## config.mk

```make
export PLATFORM = sky130hd
export DESIGN_NAME = eth_tx_arbiter_flat
export DESIGN_NICKNAME = d
export VERILOG_FILES = /design/src/rtl/eth_tx_arbiter_if.sv /design/src/rtl/eth_tx_arbiter.sv /design/src/flat_wrapper.sv
export SDC_FILE = /design/constraint.sdc
export NUM_CORES = 1
export LEC_CHECK = 0
export ABC_AREA = 1
export CORE_UTILIZATION = 50
export CTS_CLUSTER_SIZE = 28
export DETAILED_ROUTE_END_ITERATION = 8
export PLACE_DENSITY = 0.81
export RECOVER_POWER = 50
export SLEW_MARGIN = 10
export SYNTH_ARGS = -nofsm -noshare
export SYNTH_HDL_FRONTEND = slang
export SYNTH_SLANG_ARGS = --single-unit
```

## constraint.sdc

```tcl
create_clock -name sys_clk -period 1.9 [get_ports sys_clk]
set_input_delay 0.285 -clock sys_clk [delete_from_list [all_inputs] [get_ports sys_clk]]
set_output_delay 0.285 -clock sys_clk [all_outputs]
set_load 0.05 [all_outputs]
```

## src/rtl/eth_tx_arbiter_if.sv

```systemverilog
// Bundles the requester-side byte streams, the PHY TX byte stream and the status outputs of the TX arbiter.
// Latency: none, wiring only.
// Backpressure: slave view takes phy_tready_in in and returns s_tready_out to the requesters.
interface eth_tx_arbiter_if #(
  parameter int NUM_PORTS = 3
);
  logic [NUM_PORTS*8-1:0] s_txd_in;
  logic [NUM_PORTS-1:0]   s_tvalid_in;
  logic [NUM_PORTS-1:0]   s_tlast_in;
  logic [NUM_PORTS-1:0]   s_terr_in;
  logic [NUM_PORTS-1:0]   s_tready_out;
  logic [7:0]             phy_txd_out;
  logic                   phy_tvalid_out;
  logic                   phy_terr_out;
  logic                   phy_tready_in;
  logic [NUM_PORTS-1:0]   grant_out;
  logic [15:0]            frame_cnt_out;
  logic [15:0]            underrun_cnt_out;

  modport slave (
    input  s_txd_in, s_tvalid_in, s_tlast_in, s_terr_in, phy_tready_in,
    output s_tready_out, phy_txd_out, phy_tvalid_out, phy_terr_out,
    output grant_out, frame_cnt_out, underrun_cnt_out
  );

  modport master (
    output s_txd_in, s_tvalid_in, s_tlast_in, s_terr_in, phy_tready_in,
    input  s_tready_out, phy_txd_out, phy_tvalid_out, phy_terr_out,
    input  grant_out, frame_cnt_out, underrun_cnt_out
  );
endinterface

```

## src/rtl/eth_tx_arbiter.sv

```systemverilog
// Round-robin arbiter that hands the PHY TX byte path to one requester per frame, with a forced inter-frame gap.
// Latency: one clock from request in IDLE to grant; bytes then pass combinationally from the owner to the PHY.
// Backpressure: phy_tready_in is routed to the owner's s_tready_out only; every other requester sees ready low.
module eth_tx_arbiter #(
  parameter int NUM_PORTS  = 3,
  parameter int IFG_CYCLES = 12
) (
  input  logic              sys_clk,
  input  logic              sys_rstn,
  eth_tx_arbiter_if.slave   bus
);

  localparam int PW = (NUM_PORTS > 1) ? $clog2(NUM_PORTS) : 1;

  typedef enum logic [1:0] {IDLE, XFER, IFG} state_t;

  state_t               state_q, state_d;
  logic                 rst_s1, rst_s2, rst_n;
  logic [PW-1:0]        last_grant_q, gnt_idx_q, pick_idx;
  logic                 pick_vld;
  int                   cand;
  logic [NUM_PORTS-1:0] grant_q;
  logic [7:0]           ifg_cnt_q;
  logic [15:0]          frame_cnt_q, underrun_cnt_q;
  logic                 started_q, underrun_flag_q;
  logic                 sel_vld, sel_last, sel_err, beat_hs, last_hs;
  logic [7:0]           sel_dat;

  // Reset asserts immediately but releases only after two clean clock edges.
  always_ff @(posedge sys_clk or negedge sys_rstn) begin
    if (!sys_rstn) begin
      rst_s1 <= 1'b0;
      rst_s2 <= 1'b0;
    end else begin
      rst_s1 <= 1'b1;
      rst_s2 <= rst_s1;
    end
  end

  assign rst_n = rst_s2;

  // Owner's stream, selected by the registered grant index.
  assign sel_vld  = bus.s_tvalid_in[gnt_idx_q];
  assign sel_last = bus.s_tlast_in[gnt_idx_q];
  assign sel_err  = bus.s_terr_in[gnt_idx_q];
  assign sel_dat  = bus.s_txd_in[{gnt_idx_q, 3'b000} +: 8];
  assign beat_hs  = (state_q == XFER) && sel_vld && bus.phy_tready_in;
  assign last_hs  = beat_hs && sel_last;

  // Round-robin search: first requester after the previous owner wins.
  always_comb begin
    pick_vld = 1'b0;
    pick_idx = '0;
    cand     = 0;
    for (int k = 1; k <= NUM_PORTS; k++) begin
      cand = (int'(last_grant_q) + k) % NUM_PORTS;
      if (!pick_vld && bus.s_tvalid_in[cand]) begin
        pick_vld = 1'b1;
        pick_idx = PW'(cand);
      end
    end
  end

  // FSM state register.
  always_ff @(posedge sys_clk or negedge rst_n) begin
    if (!rst_n) state_q <= IDLE;
    else        state_q <= state_d;
  end

  // FSM next state: grant, hold for the whole frame, then sit out the gap.
  always_comb begin
    state_d = state_q;
    case (state_q)
      IDLE:    if (pick_vld) state_d = XFER;
      XFER:    if (last_hs) state_d = IFG;
      IFG:     if (ifg_cnt_q == 8'd0) state_d = IDLE;
      default: state_d = IDLE;
    endcase
  end

  // FSM outputs: owner's stream passes through only while transferring.
  always_comb begin
    bus.phy_tvalid_out = 1'b0;
    bus.phy_txd_out    = 8'h00;
    bus.phy_terr_out   = 1'b0;
    bus.s_tready_out   = '0;
    if (state_q == XFER) begin
      bus.phy_tvalid_out = sel_vld;
      bus.phy_txd_out    = sel_dat;
      bus.phy_terr_out   = sel_err & sel_vld;
      bus.s_tready_out   = grant_q & {NUM_PORTS{bus.phy_tready_in}};
    end
  end

  // Grant, gap counter, and frame/underrun statistics.
  always_ff @(posedge sys_clk or negedge rst_n) begin
    if (!rst_n) begin
      grant_q         <= '0;
      gnt_idx_q       <= '0;
      last_grant_q    <= PW'(NUM_PORTS - 1);
      ifg_cnt_q       <= 8'd0;
      frame_cnt_q     <= 16'd0;
      underrun_cnt_q  <= 16'd0;
      started_q       <= 1'b0;
      underrun_flag_q <= 1'b0;
    end else begin
      case (state_q)
        IDLE: begin
          if (pick_vld) begin
            grant_q         <= {{(NUM_PORTS-1){1'b0}}, 1'b1} << pick_idx;
            gnt_idx_q       <= pick_idx;
            last_grant_q    <= pick_idx;
            started_q       <= 1'b0;
            underrun_flag_q <= 1'b0;
          end
        end
        XFER: begin
          if (beat_hs) started_q <= 1'b1;
          // A valid gap once the frame has started counts once per frame.
          if (started_q && !sel_vld && !underrun_flag_q) begin
            underrun_flag_q <= 1'b1;
            if (underrun_cnt_q != 16'hFFFF) underrun_cnt_q <= underrun_cnt_q + 16'd1;
          end
          if (last_hs) begin
            frame_cnt_q <= frame_cnt_q + 16'd1;
            grant_q     <= '0;
            ifg_cnt_q   <= 8'(IFG_CYCLES - 1);
          end
        end
        IFG: begin
          if (ifg_cnt_q != 8'd0) ifg_cnt_q <= ifg_cnt_q - 8'd1;
        end
        default: grant_q <= '0;
      endcase
    end
  end

  assign bus.grant_out        = grant_q;
  assign bus.frame_cnt_out    = frame_cnt_q;
  assign bus.underrun_cnt_out = underrun_cnt_q;

endmodule
```

## src/flat_wrapper.sv

```systemverilog
// flat-port wrapper written by rule: the top's interface ports become plain ports
module eth_tx_arbiter_flat 
#(
  parameter int NUM_PORTS  = 3,
  parameter int IFG_CYCLES = 12
)
  (sys_clk, sys_rstn, bus_s_txd_in, bus_s_tvalid_in, bus_s_tlast_in, bus_s_terr_in, bus_phy_tready_in, bus_s_tready_out, bus_phy_txd_out, bus_phy_tvalid_out, bus_phy_terr_out, bus_grant_out, bus_frame_cnt_out, bus_underrun_cnt_out);
  eth_tx_arbiter_if #(.NUM_PORTS(NUM_PORTS)) bus_i ();
  input  logic sys_clk;
  input  logic sys_rstn;
  input wire logic [$bits(bus_i.s_txd_in)-1:0] bus_s_txd_in;
  input wire logic [$bits(bus_i.s_tvalid_in)-1:0] bus_s_tvalid_in;
  input wire logic [$bits(bus_i.s_tlast_in)-1:0] bus_s_tlast_in;
  input wire logic [$bits(bus_i.s_terr_in)-1:0] bus_s_terr_in;
  input wire logic [$bits(bus_i.phy_tready_in)-1:0] bus_phy_tready_in;
  output wire logic [$bits(bus_i.s_tready_out)-1:0] bus_s_tready_out;
  output wire logic [$bits(bus_i.phy_txd_out)-1:0] bus_phy_txd_out;
  output wire logic [$bits(bus_i.phy_tvalid_out)-1:0] bus_phy_tvalid_out;
  output wire logic [$bits(bus_i.phy_terr_out)-1:0] bus_phy_terr_out;
  output wire logic [$bits(bus_i.grant_out)-1:0] bus_grant_out;
  output wire logic [$bits(bus_i.frame_cnt_out)-1:0] bus_frame_cnt_out;
  output wire logic [$bits(bus_i.underrun_cnt_out)-1:0] bus_underrun_cnt_out;
  assign bus_i.s_txd_in = bus_s_txd_in;
  assign bus_i.s_tvalid_in = bus_s_tvalid_in;
  assign bus_i.s_tlast_in = bus_s_tlast_in;
  assign bus_i.s_terr_in = bus_s_terr_in;
  assign bus_i.phy_tready_in = bus_phy_tready_in;
  assign bus_s_tready_out = bus_i.s_tready_out;
  assign bus_phy_txd_out = bus_i.phy_txd_out;
  assign bus_phy_tvalid_out = bus_i.phy_tvalid_out;
  assign bus_phy_terr_out = bus_i.phy_terr_out;
  assign bus_grant_out = bus_i.grant_out;
  assign bus_frame_cnt_out = bus_i.frame_cnt_out;
  assign bus_underrun_cnt_out = bus_i.underrun_cnt_out;
  eth_tx_arbiter #(.NUM_PORTS(NUM_PORTS), .IFG_CYCLES(IFG_CYCLES)) u_core (.sys_clk(sys_clk), .sys_rstn(sys_rstn), .bus(bus_i));
endmodule
```

After elaboration in Yosys (flattened, before gate mapping)
Index checks and enable logic that the tools add are counted.

Reductions and logical operators: 24. Multiplexer cells: 40. $lt $le $gt $ge: 4. Bitwise gates (word level): 3. Divide/modulo/power cells: 3. Shift operators: 2. Add/sub/neg operators: 6. Equality and inequality tests: 9.

Operators with widths (number): $lt A32 B4 Y1 const B (3); $mod A32 B3 Y32 const B (3); $add A16 B1 Y16 const B (2); $mux W8 (3); $shiftx A24 B6 Y8 (1); $reduce_and A3 Y1 (6); $mux W1 (17); $ne A16 B16 Y1 const B (1); $pmux W8 S2 (1); $bmux W1 S2 (6); $mux W2 (6); $ne A2 B1 Y1 const B (5); $mux W3 (3); $pmux W3 S3 (1); $logic_not A8 Y1 (1); $reduce_bool A8 Y1 (1); $sub A8 B1 Y8 const B (1); $logic_and A1 B1 Y1 (7); $add A2 B2 Y3 const B (2); $pmux W2 S3 (1); $logic_not A1 Y1 (4); $pmux W1 S2 (2); $reduce_and A2 Y1 (2); $reduce_bool A2 Y1 (2); other kinds (10) (10).

Input bits: 36. Bits in registers: 53. Logic and storage cells: 102. Output and inout port bits: 48.

Logic depth before layout (Yosys ltp)
Depth in word-level cells: 15. Depth in mapped cells: 13.

Worst setup path before layout
Ideal clock, no wire load.

Path kind: register to register. From: register u_core.gnt_idx_q[0] (netlist name). To: register u_core.gnt_idx_q[1]. Setup slack: -118 ps. Buffers on the path: 1. Arrival time: 1880 ps. Period minus slack after synthesis: 2018 ps. Cell stages (with the launch flop): 14. Cell sequence: dfrtp_1 -> inv_2 -> clkbuf_1 -> ha_1 -> inv_1 -> nand2_1 -> nand2_1 -> nand2_1 -> nand2_1 -> nand3_1 -> nand2_1 -> inv_1 -> o21ai_0 -> o21ai_0.

RTL lines: end signal: assignment (line eth_tx_arbiter.sv:111) `gnt_idx_q <= pick_idx;`; end: declaration (line eth_tx_arbiter.sv:19) `logic [PW-1:0] last_grant_q, gnt_idx_q, pick_idx;`.

Worst setup path in the final report
From: register u_core.gnt_idx_q[0]. To: output port bus_phy_terr_out.

Word-level cells in the longest chain between the ends: 4. Elaborated cells between the ends (all ways): 6. Those cells by class: mux (5); bitwise (1).

Ends and longest elaborated chain: $bmux W1 S2, on equally long branches (line eth_tx_arbiter.sv:45, eth_tx_arbiter.sv:43); $mux W1, on equally long branches (line eth_tx_arbiter.sv:45, eth_tx_arbiter.sv:43); $and A1 B1 Y1 (*) (line eth_tx_arbiter.sv:90) `bus.phy_terr_out = sel_err & sel_vld;`; $mux W1 (*) (line eth_tx_arbiter.sv:87) `if (state_q == XFER) begin`; end: declaration (line flat_wrapper.sv:19) `output wire logic [$bits(bus_i.phy_terr_out)-1:0] bus_phy_terr_out;`.

Mark *: on every way between the ends. The rest lies on a longest branch, timed or not. The select of a mux whose other input is x is not followed.

==> impl_results.md <==
- Metal-1 WL: roughly 3.7 mm
- Vias in the first global route: between 3,000 and 4,000
- Area growth syn-to-layout: 38.82%
- Met2 routed WL: between 4 and 5 mm
- Buf/Inv on CP: 3
- Critical path arrival: about 1.6 ns
- DR vias/cell: around 5.2
- Hold Buf Count CTS: 0
- Critical Path Slowest Stage Cell: dfrtp_1
- Final setup TNS: 0 ns
- Row count: 29
- Share of layout cells above drive strength 1: 0.1317
- CORE AREA: approximately 0.0063 mm²
- Status: finished, final reports clean
- Initial DRT Pass Iterations: 4
- GRT Overall Usage: 0.2526
- Avg Synthesized Cell Area: 7.144 µm²
- # diodes: 0
- Sequential share of the synthesized area: 0.3946
- Clock Tree Root: clkbuf_8
- Final Hold Vio Count: 0
- Area leader, netlist: dfrtp_1
- Tightest Hold Check Type: input port to async pin
- DRT Wirelength: around 8.4 mm
- CP Launch Type: flip-flop
- Worst slew pin tran: about 0.64 ns
- Routed wl met3: approximately 370 µm
- Total power: 6.605 mW
- Initial antenna violation count: 0
- CP endpoint: bus_phy_terr_out
- WL/cell: ~13 µm
- IO Count: 84
- Req. time, crit path: about 1.6 ns
- Number of I/O port buffers: between 80 and 90
- Kind of critical path: flip-flop to output port
- Number of stages on the worst setup path: 7
- Initial Util: 0.5198
- RR Endpoint: u_core.bus.underrun_cnt_out[4]$_DFFE_PN0P_
- DRC errors left: 0
- Cts bufs inserted: 5
- Largest net degree at the start of global routing: 27
- Overflow after GRT: 0
- ANT nets after route: 0
- Die area: just under 0.007 mm²
- HPWL after detailed placement: approximately 6.4 mm
- Post-synth net total: 505
- Final nets: approximately 600
- CTS clk-pin slew, worst paths: ~0.090 ns
- Fill cells: 481
- Fin crit period: around 1.9 ns
- CP Capture Type: output port
- Worst VDD drop: ~1.3 mV
- CTS tree: built
- Top Metal Used: met4
- Unrepaired setup endpoints after global routing: true
- Yosys reg bits: 52
- Worst path max stage delay: 0.41 ns
- Worst r2r src: u_core.gnt_idx_q[0]$_DFFE_PN0P_
- PwrDens: ~1400 mW/mm²
- First-pass GRT wire length: 14.40 mm
- CP most frequent cell: nand2_4
- Via count of the routed design: 3,308
- Fin crit share: 0.9879
- Clk buf depth: 2
- Worst setup path start: u_core.gnt_idx_q[0]$_DFFE_PN0P_
- Die Span X: between 80 and 90 µm
- Synth warn: 0
- Unique cell type count in the Yosys netlist: 33
- Setup Skew: just over 0.006 ns
- Worst-Skew Late Latency: roughly 0.30 ns
- Num Clock Sinks: 52
- Reg-to-reg setup timing slack: approximately 0.080 ns
- Reg2reg path depth: 11
- Fmax: about 530 MHz
- Max_cap viols: 0
- # H-tree levels: 2
- Cells after Synth: ~460
- CP top delay family: flip-flops
- Crit-path cells: inv_2, buf_8, nand2_4, o21ai_4, nand2_4, nor2_4, buf_12
- Max-slew violation count: 0
- Synth Cell Area: 0.003301 mm²
- Crit-path max FO: 4
- Die height: between 80 and 90 µm
- Main area contributors after synthesis: dfrtp_1, nand2_1, nor2_1
- Placer Congestion: approximately 0.91
- Leak: 2.033 nW
- Slew Limit Headroom: 0.5719
- Synth top area share: 0.3867
- Setup violations, final: 0
- First DRT Iteration DRCs: ~160
## cells in the mapped netlist (all sizes together)
library cell / number
conb: 1
nor2: 55
dfrtp: 51
nand4: 8
a21oi: 9
a2bb2oi: 1
o22ai: 1
nand3b: 1
dfstp: 1
nor4: 1
nor3: 11
xor2: 18
inv: 49
xnor2: 13
nand3: 36
clkbuf: 2
nand2: 149
ha: 7
buf: 8
o21ai: 40
## cell type report
cell class              instances  area, µm²  share of cell area
flip-flops and latches         52       1305              0.2848
inverters                      49      191.4             0.04178
clock buffers                   8      90.09             0.01966
well taps                      77      96.34             0.02103
multi-input cells             351       1829              0.3992
repair buffers                102       1070              0.2335
## cell usage in the layout (no fill, tap or decap), drive strengths merged
cell / n
buf: 31
inv: 49
a21oi: 9
clkbuf: 23
nor3: 11
nand3: 36
xor2: 18
xnor2: 13
nor4: 1
o21ai: 40
nand4: 8
nand2: 149
dlygate4sd3: 1
dfrtp: 51
nor2: 55
o22ai: 1
nand3b: 1
ha: 7
dfstp: 1
a2bb2oi: 1
conb: 1
clkdlybuf4s50: 55
## flip-flops by register name, summed over array words and instances, names as in the netlist
signal	flops
u_core.last_grant_q	1
u_core.underrun_flag_q	1
u_core.bus.grant_out	3
u_core.started_q	1
u_core.ifg_cnt_q	8
u_core.bus.frame_cnt_out	16
u_core.bus.underrun_cnt_out	16
u_core.rst_n	1
u_core.rst_s1	1
u_core.state_q	2
u_core.gnt_idx_q	2
## worst min-delay path by stage
stage	start	endpoint	slack, ns
final	sys_rstn	u_core.rst_s1$_DFF_PN0_	0.20
after global placement	u_core.rst_n$_DFF_PN0_	u_core.ifg_cnt_q[5]$_DFFE_PN0P_	0.30
after floorplan	sys_rstn	u_core.rst_n$_DFF_PN0_	-0.01
after CTS	sys_rstn	u_core.rst_s1$_DFF_PN0_	0.13
after detailed placement	u_core.rst_n$_DFF_PN0_	u_core.bus.underrun_cnt_out[1]$_DFFE_PN0P_	0.30
after global routing	sys_rstn	u_core.rst_s1$_DFF_PN0_	0.20
## kinds of logic (layout without fill, tap and decap cells)
logic type	after synthesis	after routing	share of synthesized area
adder cells (fa/ha/maj)	7	7	0.02653
flip-flops	52	52	0.3946
AND/OR/NAND/NOR	261	261	0.3347
AO/OA/AOI/OAI	51	51	0.08226
XOR/XNOR	31	31	0.08226
other	1	1	0.001136
buffers and inverters	59	159	0.07847
## routing by layer
| layer | GRT usage | up-vias |
|---|---|---|
| met2 | 0.4270 | 88 |
| met4 | 0.08307 | 0 |
| li1 | - | 1664 |
| met1 | 0.3278 | 1541 |
| met3 | 0.04473 | 15 |
| met5 | 0 | - |
## power breakdown
group	switching, mW	internal [mW]
clock	0.345	0.298
sequential	0.265	1.38
combinational	2.67	1.65
total	3.28	3.33
## through the flow
step	cells	worst slack, ns	util	hold slack, ns	area (µm²)
global placement	627	0.009946	0.6997	0.3002	4443
floorplan	462	0.01688	-	-0.01059	3316
CTS	635	0.000003775	0.7235	0.1314	4594
finish	639	0.02307	0.7216	0.2006	4582
detailed placement	627	-0.02595	0.6997	0.2995	4443
global route	639	-0.03444	0.7216	0.2029	4582
## timing repair
item                       CTS  global route
setup buffers                0             4
setup endpoints to repair   10            33
pin swaps                    2             6
gates resized for setup     16            36
No activity file was read; power rests on OpenSTA's default activity.
